$ cat src/rtl/gpio_bank_pkg.sv
// Shared register offsets and helper for the HPS GPIO bank.
// The counter-width helper sizes the per-bit debounce counters used under GPIO_DEBOUNCE_EN.
package gpio_bank_pkg;

    localparam logic [2:0] ADDR_DATA_IN    = 3'd0;
    localparam logic [2:0] ADDR_DATA_OUT   = 3'd1;
    localparam logic [2:0] ADDR_DIR        = 3'd2;
    localparam logic [2:0] ADDR_IRQ_MASK   = 3'd3;
    localparam logic [2:0] ADDR_EDGE_CAP   = 3'd4;
    localparam logic [2:0] ADDR_EDGE_RISE  = 3'd5;
    localparam logic [2:0] ADDR_EDGE_FALL  = 3'd6;
    localparam logic [2:0] ADDR_OUT_TOGGLE = 3'd7;

    function automatic int cnt_width(input int cycles);
        return $clog2(cycles);
    endfunction

endpackage

$ cat src/rtl/gpio_debounce.sv
// Per-bit input filter: with GPIO_DEBOUNCE_EN the output follows the input only after
// DEBOUNCE_CYCLES consecutive differing cycles; without it the block is a pass-through.
module gpio_debounce
    import gpio_bank_pkg::*;
#(
    parameter int DEBOUNCE_CYCLES = 16
) (
    input  logic clk,
    input  logic rst_n,
    input  logic raw,
    output logic filt
);

`ifdef GPIO_DEBOUNCE_EN
    localparam int            CW       = cnt_width(DEBOUNCE_CYCLES);
    localparam logic [CW-1:0] CNT_LAST = CW'(DEBOUNCE_CYCLES - 1);

    logic [CW-1:0] cnt_r;
    logic          filt_r;

    // Count consecutive cycles where raw disagrees with the filtered value
    always_ff @(posedge clk or negedge rst_n) begin
        if (!rst_n) begin
            cnt_r  <= '0;
            filt_r <= 1'b0;
        end else if (raw == filt_r) begin
            cnt_r  <= '0;
        end else if (cnt_r == CNT_LAST) begin
            cnt_r  <= '0;
            filt_r <= raw;
        end else begin
            cnt_r  <= cnt_r + 1'b1;
        end
    end

    assign filt = filt_r;
`else
    logic unused_ok_s;

    assign unused_ok_s = ^{clk, rst_n, DEBOUNCE_CYCLES[0]};
    assign filt        = raw;
`endif

endmodule

$ cat src/rtl/hps_gpio_bank.sv
// Avalon-MM GPIO bank with synchronised inputs, edge capture and a masked level interrupt.
// Define GPIO_DEBOUNCE_EN to insert a per-bit debounce filter after the synchroniser.
module hps_gpio_bank
    import gpio_bank_pkg::*;
#(
    parameter int WIDTH           = 32,
    parameter int DEBOUNCE_CYCLES = 16
) (
    input  logic             clk_clk,
    input  logic             reset_reset_n,
    input  logic [2:0]       avs_address,
    input  logic             avs_read,
    input  logic             avs_write,
    input  logic [31:0]      avs_writedata,
    output logic [31:0]      avs_readdata,
    input  logic [WIDTH-1:0] gpio_in,
    output logic [WIDTH-1:0] gpio_out,
    output logic [WIDTH-1:0] gpio_oe,
    output logic             irq
);

    logic [WIDTH-1:0] sync1_r, sync2_r, filt_s, filt_prev_r;
    logic [WIDTH-1:0] data_out_r, dir_r, irq_mask_r;
    logic [WIDTH-1:0] edge_cap_r, edge_rise_r, edge_fall_r;
    logic [WIDTH-1:0] wdata_s, edge_set_s, cap_clr_s;
    logic [31:0]      rd_mux_s, readdata_r;
    logic             irq_r;

    assign wdata_s = avs_writedata[WIDTH-1:0];

    // Two-flop synchroniser for the asynchronous pad inputs
    always_ff @(posedge clk_clk or negedge reset_reset_n) begin
        if (!reset_reset_n) begin
            sync1_r <= '0;
            sync2_r <= '0;
        end else begin
            sync1_r <= gpio_in;
            sync2_r <= sync1_r;
        end
    end

    for (genvar i = 0; i < WIDTH; i++) begin : g_deb
        gpio_debounce #(
            .DEBOUNCE_CYCLES(DEBOUNCE_CYCLES)
        ) u_deb (
            .clk   (clk_clk),
            .rst_n (reset_reset_n),
            .raw   (sync2_r[i]),
            .filt  (filt_s[i])
        );
    end

    assign edge_set_s = (filt_s & ~filt_prev_r & edge_rise_r)
                      | (~filt_s & filt_prev_r & edge_fall_r);

    // W1C strobe for the capture register
    always_comb begin
        cap_clr_s = '0;
        if (avs_write && (avs_address == ADDR_EDGE_CAP)) begin
            cap_clr_s = wdata_s;
        end else begin
            cap_clr_s = '0;
        end
    end

    // Control registers, edge capture and interrupt; a new edge beats a same-cycle clear
    always_ff @(posedge clk_clk or negedge reset_reset_n) begin
        if (!reset_reset_n) begin
            filt_prev_r <= '0;
            data_out_r  <= '0;
            dir_r       <= '0;
            irq_mask_r  <= '0;
            edge_cap_r  <= '0;
            edge_rise_r <= '0;
            edge_fall_r <= '0;
            irq_r       <= 1'b0;
        end else begin
            filt_prev_r <= filt_s;
            edge_cap_r  <= (edge_cap_r & ~cap_clr_s) | edge_set_s;
            irq_r       <= |(edge_cap_r & irq_mask_r);
            if (avs_write) begin
                case (avs_address)
                    ADDR_DATA_OUT:   data_out_r  <= wdata_s;
                    ADDR_DIR:        dir_r       <= wdata_s;
                    ADDR_IRQ_MASK:   irq_mask_r  <= wdata_s;
                    ADDR_EDGE_RISE:  edge_rise_r <= wdata_s;
                    ADDR_EDGE_FALL:  edge_fall_r <= wdata_s;
                    ADDR_OUT_TOGGLE: data_out_r  <= data_out_r ^ wdata_s;
                    default:         ;
                endcase
            end
        end
    end

    // Read mux; unimplemented upper bits zero-extend
    always_comb begin
        rd_mux_s = 32'h0000_0000;
        case (avs_address)
            ADDR_DATA_IN:   rd_mux_s = 32'(filt_s);
            ADDR_DATA_OUT:  rd_mux_s = 32'(data_out_r);
            ADDR_DIR:       rd_mux_s = 32'(dir_r);
            ADDR_IRQ_MASK:  rd_mux_s = 32'(irq_mask_r);
            ADDR_EDGE_CAP:  rd_mux_s = 32'(edge_cap_r);
            ADDR_EDGE_RISE: rd_mux_s = 32'(edge_rise_r);
            ADDR_EDGE_FALL: rd_mux_s = 32'(edge_fall_r);
            default:        rd_mux_s = 32'h0000_0000;
        endcase
    end

    // Read data register, held between reads
    always_ff @(posedge clk_clk or negedge reset_reset_n) begin
        if (!reset_reset_n) begin
            readdata_r <= 32'h0000_0000;
        end else if (avs_read) begin
            readdata_r <= rd_mux_s;
        end
    end

    assign avs_readdata = readdata_r;
    assign gpio_out     = data_out_r;
    assign gpio_oe      = dir_r;
    assign irq          = irq_r;

endmodule

$ cat config.mk
export PLATFORM = sky130hd
export DESIGN_NAME = hps_gpio_bank
export DESIGN_NICKNAME = d
export VERILOG_FILES = /design/src/rtl/gpio_bank_pkg.sv /design/src/rtl/gpio_debounce.sv /design/src/rtl/hps_gpio_bank.sv
export SDC_FILE = /design/constraint.sdc
export NUM_CORES = 1
export LEC_CHECK = 0
export CAP_MARGIN = 10
export CELL_PAD_IN_SITES_DETAIL_PLACEMENT = 0
export CELL_PAD_IN_SITES_GLOBAL_PLACEMENT = 1
export CORE_MARGIN = 3
export CORE_UTILIZATION = 40
export CTS_BUF_LIST = sky130_fd_sc_hd__clkbuf_4 sky130_fd_sc_hd__clkbuf_8
export CTS_CLUSTER_DIAMETER = 100
export DETAILED_ROUTE_END_ITERATION = 16
export PLACE_DENSITY = 0.73
export SETUP_SLACK_MARGIN = 0.5
export SLEW_MARGIN = 20
export SYNTH_ARGS = -nofsm -noshare
export SYNTH_HDL_FRONTEND = slang
export SYNTH_SLANG_ARGS = --single-unit
$ cat constraint.sdc
create_clock -name clk_clk -period 2.4 [get_ports clk_clk]
set_input_delay 0.36 -clock clk_clk [delete_from_list [all_inputs] [get_ports clk_clk]]
set_output_delay 0.36 -clock clk_clk [all_outputs]
set_load 0.03 [all_outputs]
== Yosys cells after proc, flatten, opt, wreduce, memory -nomap -nowiden ==
Cells that the tools add are included.
Cells by class
  equality and inequality tests: 7
  mux-type cells: 3
  bitwise operators: 12
  reductions and logical operators: 9
Operator list (count)
  32-bit case mux with 7 select lines: 1
  32-bit AND: 6
  32-bit inverter: 3
  32-bit OR: 2
  32-bit case mux with 2 select lines: 1
  32-bit two-way mux: 1
  32-bit OR reduction: 1
  32-bit XOR: 1
  3-bit == test (second input constant): 4
  2-bit AND reduction: 5
  3-bit by 2-bit == test with 1-bit output (second input constant): 2
  3-bit by 1-bit == test with 1-bit output (second input constant): 1
  3-bit logical NOT: 1
  2-bit nonzero test: 1
  1-bit logical AND: 1
Word-level totals
  register bits after elaboration: 321
  input port bits: 71
  logic and storage cells: 42

== Depth between registers and ports, before layout ==
  word-level depth: 6
  mapped depth: 7
  gate-level depth less buffers: 4

== Cells and area by module ==
From an unflattened synthesis, not the netlist that was laid out.
Second synthesis, totals
  cell total of the unflattened synthesis: 1095
  area, all modules: 13551.7 um^2
By module, submodules not included
  hps_gpio_bank: instances 1, cells an instance 1063, area each 13311.5 um^2
  gpio_debounce: instances 32, cells an instance 1, area each 7.5 um^2

== Worst setup path before layout ==
No wires, ideal clock.
  path kind: input to register
  from: in avs_address[0]
  to: reg dir_r[10], in the netlist gpio_oe[10]
  setup time: 125 ps
  data arrival time: 1424 ps
  data required time: 2275 ps
  slack: 851 ps
  cell stages on the path: 6
  path through: buf_4 -> nor2b_2 -> and2_1 -> buf_2 -> buf_6 -> mux2_2
Between the ends
  cells in the longest elaborated chain, start to end: 2
RTL lines
  start, declared: RTL line hps_gpio_bank.sv:11  | input logic [2:0] avs_address,
  3-bit by 2-bit == test with 1-bit output: RTL line hps_gpio_bank.sv:82  | case (avs_address)
  2-bit AND reduction (no line)
  end signal, assigned: RTL line hps_gpio_bank.sv:84  | ADDR_DIR: dir_r <= wdata_s;
  end, declared: RTL line hps_gpio_bank.sv:23  | logic [WIDTH-1:0] data_out_r, dir_r, irq_mask_r;
No other way between the ends.
A chain may end at the register's enable or synchronous reset.

== Final worst setup path ==
  from: reg dir_r[22], in the netlist gpio_oe[22]
  to: out gpio_oe[22]
RTL lines
  end, declared: RTL line hps_gpio_bank.sv:18  | output logic [WIDTH-1:0] gpio_oe,
No word-level cell between the ends.

==> metrics.txt <==
total wire length 38,300 um; Iter 0 DRT Violations 598; TritonCTS clock tree done; io pins 168; Final setup viols 0; synth cell count leaders 321 x dfrtp_1, 174 x nand2_1, 136 x mux2_2; die height 189 um; chip width 189 um; routed vias 9,410; Post-Place Setup Slack 280 ps; final net count 1,343; normalized max-slew margin 0.535; antenna violations before repair 0; Layout area overhead 25.4%; YS warnings 0; largest net degree at the start of global routing 80; layout cells sized above 1 0.219; Fmax 561 MHz; initial core utilization 0.409; wire length per cell 21.9 um; die area 35,700 sq um; GPL Wtd Cong 0.807; Hold Fails Final Rpt 0; max-slew violation count 0; leakage power 7.40 nW; post-route ant nets 0; peak supply drop 473 uV; overall routing resource usage 0.214; critical path's slowest cell dlygate4sd2_1; CTS Root Buffer Type clkbuf_8; critical path required time 2040 ps; antenna diode count 0; skew final 22.9 ps; global route overflow 0; Top Family by Delay on Critical Path buffers and inverters; crit-path max cell delay 430 ps; Adder-Cell Fraction of Synth Area 0; FFs w/ async S/R, synth 1.00; Worst EP arrival 1420 ps; clock latency on the worst-skew pair 580 ps; Remaining DRCs 0; Synth area leader dfrtp_1; Synth Area in XOR/XNOR 0.0209; status finished clean; pwr dens 955 nW/um^2; Power Total 16.0 mW; EDFF count, synth 0; ys flop type dfrtp_1; Cells after Synth 1,063; max cap viols 0; synthesized area per cell 12.6 sq um; row count 66; core area 32,800 sq um; Synthesized Nets 1,134; fin area 16,800 sq um; DRT Pass-1 Iters 5; Post-Synth Simple-Gate Area 0.0988; first-pass GRT wire length 59,500 um; clock slew at reported path FFs 60 ps; Yosys cell types 34; CTS buffer count 53; number of global-route vias before repair 9,846; count leader, synth dfrtp_1; Synth area leaders dfrtp_1 60%, mux2_2 11%, nand2_1 4.9%; largest family of logic cells by synthesized area multiplexers; Setup Total Neg Slack 0 ps; Mapped Area 13,400 sq um; post-DP HPWL 25,500 um; maximum clock insertion buffer count 3; fin crit share 0.742; H-Tree Depth 2; mux cell area share after synthesis 0.158; IO buf count 167; Critical Path Fanout Max 3; worst hold-check path type input pin to flop; RSZ-0062 raised after global routing no; Cell Area, Placed 15,800 sq um; Layout Cells excl Fill 1,750; synthesis-stage register bit count 321; buffers plus inverters on the worst setup path 1; endpoint class of the critical path output port; Compound-Gate Fraction of Synth Area 0.0993; placed cells 1,658; Cell Chain, Critical Path dlygate4sd2_1; Vias/cell 5.38; CTS Sinks 321; crit path time final 1780 ps; sequential area share after synthesis 0.600; top-area cell type share of the netlist area 0.600; final worst setup slack 618 ps; crit start category flop; Worst Path Class, Setup flop to output port; Worst Max-Slew Pin Slew 698 ps
final cells by class:
type / instances / area [sq um]
multi-input cells: 681 / 5070
flip-flops and latches: 321 / 8030
clock buffers: 85 / 1030
repair buffers: 215 / 2060
well taps: 442 / 553
clock inverters: 6 / 43.8
fillers: 2928 / 16000
through the flow:
stage | hold WS (ps) | util
2_1_floorplan | 64.4 | -
3_3_place_gp | 332 | 0.483
3_5_place_dp | 335 | 0.483
4_1_cts | 181 | 0.512
5_1_grt | 188 | 0.512
6_report | 218 | 0.512
what timing repair did:
| action | in CTS | in global routing |
|---|---|---|
| endpoints found under the setup margin | 97 | 0 |
| endpoints found under the hold margin | 70 | 0 |
| hold buffers | 1 | 0 |
| resized for setup | 97 | 0 |
| buffers inserted | 0 | 0 |
final timing paths:
| kind | from | to | slack [ps] | cells after the start |
|---|---|---|---|---|
| worst max-delay path | gpio_oe[22]$_DFFE_PN0P_ | gpio_oe[22] | 620 | 1 |
| worst min-delay path | gpio_in[1] | sync1_r[1]$_DFF_PN0_ | 220 | 1 |
| max in group asynchronous | reset_reset_n | gpio_out[21]$_DFFE_PN0P_ | 1240 | 3 |
| min in group asynchronous | reset_reset_n | edge_fall_r[4]$_DFFE_PN0P_ | 390 | 2 |
| worst max register to register | irq_mask_r[6]$_DFFE_PN0P_ | irq$_DFF_PN0_ | 740 | 3 |
| worst min register to register | sync1_r[7]$_DFF_PN0_ | sync2_r[7]$_DFF_PN0_ | 340 | 0 |
cells in the final DEF (no fill, tap or decap), types with 4 or more instances in the layout:
| cell | count |
|---|---|
| clkbuf_8 | 63 |
| a22o_1 | 20 |
| nand2_1 | 174 |
| mux2_2 | 136 |
| o2bb2ai_1 | 11 |
| o221ai_1 | 20 |
| nor2_1 | 22 |
| nor2b_1 | 12 |
| clkbuf_4 | 22 |
| nand2b_1 | 21 |
| nand4_1 | 4 |
| o211ai_1 | 43 |
| nand3b_1 | 32 |
| dlygate4sd2_1 | 97 |
| a22oi_1 | 49 |
| dfrtp_1 | 321 |
| clkdlybuf4s50_1 | 67 |
| buf_4 | 36 |
| a21oi_1 | 32 |
| xor2_1 | 32 |
| buf_12 | 12 |
| mux2_1 | 24 |
| mux2i_1 | 31 |
report_power, final:
| part | switching (mW) | internal, mW | total [mW] |
|---|---|---|---|
| combinational | 2.21 | 1.60 | 3.80 |
| sequential | 0.921 | 6.44 | 7.36 |
| clock | 2.16 | 2.71 | 4.87 |
| total | 5.29 | 10.7 | 16.0 |
kinds of logic after synthesis:
family	Yosys count
AND/OR/NAND/NOR	279
AO/OA/AOI/OAI	179
multiplexers	191
buffers and inverters	61
XOR/XNOR	32
flip-flops	321
per-layer routing:
metal  global-route usage  wire length (um)  vias to the layer above
met2                0.338             17600                      314
met1                0.307             17700                     4794
met3               0.0394              2140                       66
li1                     -                 -                     4236
met5                    0                 0                        -
met4               0.0564               830                        0
No activity file was read; power rests on OpenSTA's default activity.
==> RTL edit 1, RTL diff (config.mk and constraints unchanged) <==
The output `irq` loses its register stage (`irq_r` becomes a continuous assignment).
--- a/src/rtl/hps_gpio_bank.sv
+++ b/src/rtl/hps_gpio_bank.sv
@@ -75,3 +75,2 @@
             edge_fall_r <= '0;
-            irq_r       <= 1'b0;
         end else begin
@@ -79,3 +78,2 @@
             edge_cap_r  <= (edge_cap_r & ~cap_clr_s) | edge_set_s;
-            irq_r       <= |(edge_cap_r & irq_mask_r);
             if (avs_write) begin
@@ -93,2 +91,4 @@
     end
+
+    assign irq_r = |(edge_cap_r & irq_mask_r);
 
Formal check against the unedited RTL: not equivalent (Yosys sat finds a counterexample within 4 cycles, from zero or initial values and one cycle with reset_reset_n low).
==> RTL edit 1 against the original RTL <==
The flow now finishes with violations (negative setup slack); synthesized area down 0.19%; sequential power is essentially flat; wire length decreased by 1.5%; worst setup slack worse by 680 ps; clock skew decreased by 11 ps; maximum frequency is 28% lower; cell area is essentially flat; via count hardly changed; sequential cell count down 1; power is 1.1% higher.
==> RTL edit 1: results (changes against the original RTL) <==
- Top cells by area, synth: dfrtp_1, mux2_2, nand2_1, a22oi_1, o211ai_1 (unchanged)
- Max-slew headroom: 0.5562 (was 0.5350)
- Worst r2r path cells: 4 (was 3)
- Syn Inst Count: 1062 (was 1063)
- Register-to-register setup slack: 1050 ps (was 740 ps)
- Cell leakage power: 7.417 nW (was 7.399 nW)
- Met2 wire len: 17.74 mm (was 17.59 mm)
- Reg2Reg Launch Point: edge_cap_r[13] (was irq_mask_r[6])
- TNS Setup: -60.60 ps (was 0 ps)
- Via-per-instance ratio: 5.373 (was 5.377)
- Slowest stage cell, crit path: or4_4 (was dlygate4sd2_1)
- Hold EP: sync1_r[27] (was sync1_r[1])
- Antenna violations before repair: 1 (was 0)
- Routability Congestion: 0.8108 (was 0.8067)
- GR Util met3: 0.03740 (was 0.03944)
- CP delay by family, top: simple AND/OR/NAND/NOR gates (was buffers and inverters)
- Met1 Use GR: 0.3055 (was 0.3068)
- Worst-case clock skew: 12.18 ps (was 22.91 ps)
- Placed Area: 0.01573 sq mm (was 0.01583 sq mm)
- DR top layer: met5 (was met4)
- Violated checks: negative setup slack
- Total GRT Usage: 0.2131 (was 0.2142)
- Via Count: 9402 (was 9410)
- Final WS setup: -60.60 ps (was 618.3 ps)
- # setup viols final: 1 (was 0)
- Post-Route M1 WL: 17.29 mm (was 17.73 mm)
- Mux contribution to synthesized area: 0.1580 (was 0.1577)
- Status: finished, violations left (was complete, no violations)
- Min Hold Slack: 217.4 ps (was 217.6 ps)
- VDD IR max: 0.4848 mV (was 0.4732 mV)
RTL edit 1: cell types whose count changed after synthesis:
cell	change
dfrtp_1	-1
RTL edit 1: area by class of cell:
cell class,count,area [sq um]
fill,2936,15900
clock buffer,86,1102
tap,442,553.0
multi-input combinational,681,5096
sequential,320,8009
timing repair buffer,214,2006
clock inverter,7,38.79
RTL edit 1: cells by family after synthesis:
kind of cell | Yosys count
muxes | 191
AOI/OAI and AO/OA | 179
xor gates and xnor gates | 32
buffers and inverters | 61
DFF | 320
and+or+nand+nor | 279
RTL edit 1: timing repair:
item                                   CTS  global route
endpoints found under the hold margin   47             0
pin swaps                                3             0
resized for setup                      104             0
buffers inserted                         1             0
cloned                                   0             0
hold buffers                             1             0
setup endpoints to repair               97             1
RTL edit 1: report_power, final:
part	switching (W)	internal [W]	leakage, nW	total, W
sequential	0.000953	0.00642	3.77	0.00737
combinational	0.00219	0.00161	3.03	0.00380
clock	0.00214	0.00289	0.613	0.00503
total	0.00528	0.0109	7.42	0.0162
==> RTL edit 2, RTL diff (config.mk and constraints unchanged) <==
Without the edit above. Add a define of `GPIO_DEBOUNCE_EN`.
--- a/src/rtl/gpio_debounce.sv
+++ b/src/rtl/gpio_debounce.sv
@@ -2,2 +2,4 @@
 // DEBOUNCE_CYCLES consecutive differing cycles; without it the block is a pass-through.
+`define GPIO_DEBOUNCE_EN
+
 module gpio_debounce
Function: changed (a bounded check fails within 4 cycles, from zero or initial values and one cycle with reset_reset_n low).
==> RTL edit 2 against the original RTL <==
Via count increased by 47%; maximum frequency is 2.6% lower; worst setup slack lost 47 ps; sequential share of layout area grew 0.99 points; power is 37% higher; combinational power up 8.7%; wire length rose by 38%; first-iteration DRC count up 43%; synthesized area grew 52%; cell area up 47%; largest cell class unchanged; sequential cell count rose by 160.
==> RTL edit 2: results (changes against the original RTL) <==
- Status: complete, no violations (unchanged)
- Cell leakage power: 10.74 nW (was 7.399 nW)
- CTS clk-pin slew, worst paths: 60 ps (about the same)
- P_int: 0.01516 W (was 0.01074 W)
- Htree depth: 3 (was 2)
- Worst skew pair latency: 650 ps (was 580 ps)
- Max Fanout on Critical Path: 2 (was 3)
- Slew @ Worst Pin: 580.7 ps (was 697.5 ps)
- Vias in the first global route: 14820 (was 9846)
- Commonest cells post-synth: dfrtp_1, nand2_1, mux2_2 (unchanged)
- Drt initial violations: 854 (was 598)
- Layout cell share with drive strength beyond 1: 0.1800 (was 0.2187)
- Num CTS Buffers: 82 (was 53)
- Routability Congestion: 0.8093 (was 0.8067)
- Post_cts resized: 133 (was 97)
- Largest register by flop count: g_deb.u_deb.cnt_r
- Synth cell types: 41 (was 34)
- Syn_nets: 1742 (was 1134)
- Syn Inst Count: 1639 (was 1063)
- Largest net degree at the start of global routing: 82 (was 80)
- Number of fill cells in the layout: 4335 (was 2928)
- Worst-case clock skew: 29.95 ps (was 22.91 ps)
- Post-place setup slack: 74.13 ps (was 280.2 ps)
- Via Count: 13860 (was 9410)
- Wire length per cell: 20.27 um (was 21.88 um)
- Root Driver: clkbuf_8 (unchanged)
- Clock Power Share: 0.336 (was 0.304)
- Worst EP arrival: 1470 ps (was 1420 ps)
- Synth Warn #: 0 (unchanged)
- Pwr Total: 0.02191 W (was 0.01603 W)
- Fin nets: 1987 (was 1343)
- First-pass GRT wire length: 84.15 mm (was 59.53 mm)
- Antenna violations before repair: 0 (unchanged)
- Worst hold-check path type: in2reg (unchanged)
- Top cells by area, synth: dfrtp_1, mux2_2, mux2_1, nand2_1, xnor2_1 (was dfrtp_1, mux2_2, nand2_1, a22oi_1, o211ai_1)
- CP delay by family, top: flip-flops (was buffers and inverters)
- VDD IR max: 0.3644 mV (was 0.4732 mV)
- Slowest stage cell, crit path: dfrtp_1 (was dlygate4sd2_1)
- Max incr delay on CP: 430 ps (about the same)
- # hold bufs at CTS: 1 (unchanged)
- Setup Fix Bufs, Post-CTS: 0 (unchanged)
- Register area share after synthesis: 0.5925 (was 0.5998)
- Post-DP HPWL: 35.88 mm (was 25.54 mm)
- Total GRT Usage: 0.2009 (was 0.2142)
- Logic power comb: 0.00413 W (was 0.00380 W)
RTL edit 2: changes by cell type after synthesis, moves of 33 or more:
| cell | unedited run | this run |
|---|---|---|
| mux2_1 | 24 | 66 |
| dfrtp_1 | 321 | 481 |
| nand3_1 | 0 | 34 |
| xnor2_1 | 0 | 64 |
| a21oi_1 | 32 | 96 |
| nor2b_1 | 14 | 47 |
RTL edit 2: cell families after synthesis:
| kind of cell | synth area share |
|---|---|
| flops | 0.5925 |
| compound gates | 0.08968 |
| fa+ha+maj | 0.01971 |
| buf+inv | 0.02180 |
| xor+xnor | 0.04139 |
| simple gates | 0.1132 |
| mux | 0.1217 |
RTL edit 2: layout make-up:
class,count,area share
clock buffers,128,0.06487
clock inverters,5,0.001370
repair buffers,222,0.08746
well taps,664,0.03370
flip-flops and latches,481,0.4883
diodes,1,0.0001015
multi-input cells,1065,0.3193
inverters,32,0.004873
RTL edit 2: metrics by stage:
step / area (sq um) / std cells
2_1_floorplan: 20310 / 1639
3_3_place_gp: 23130 / 2463
3_5_place_dp: 23130 / 2463
4_1_cts: 24690 / 2597
5_1_grt: 24650 / 2597
6_report: 24650 / 2598
RTL edit 2: per-layer routing:
layer,routed length [um],vias to the layer above,track usage
met5,0,-,0
met4,1391,0,0.06721
met3,2642,98,0.04388
met2,24750,307,0.3240
met1,23870,7122,0.2705
li1,-,6329,-
RTL edit 2: path summary, 6_finish.rpt:
kind	startpoint	endpoint	slack, ps	cells after the start
worst max-delay path	avs_readdata[8]	avs_readdata[8]	570	1
worst max register to register	edge_cap_r[10]	irq	720	3
max in group asynchronous	reset_reset_n	sync1_r[28]	1280	3
worst min register to register	sync1_r[27]	sync2_r[27]	340	0
worst min-delay path	gpio_in[9]	sync1_r[9]	160	1
min in group asynchronous	reset_reset_n	g_deb[13].u_deb.filt	180	2
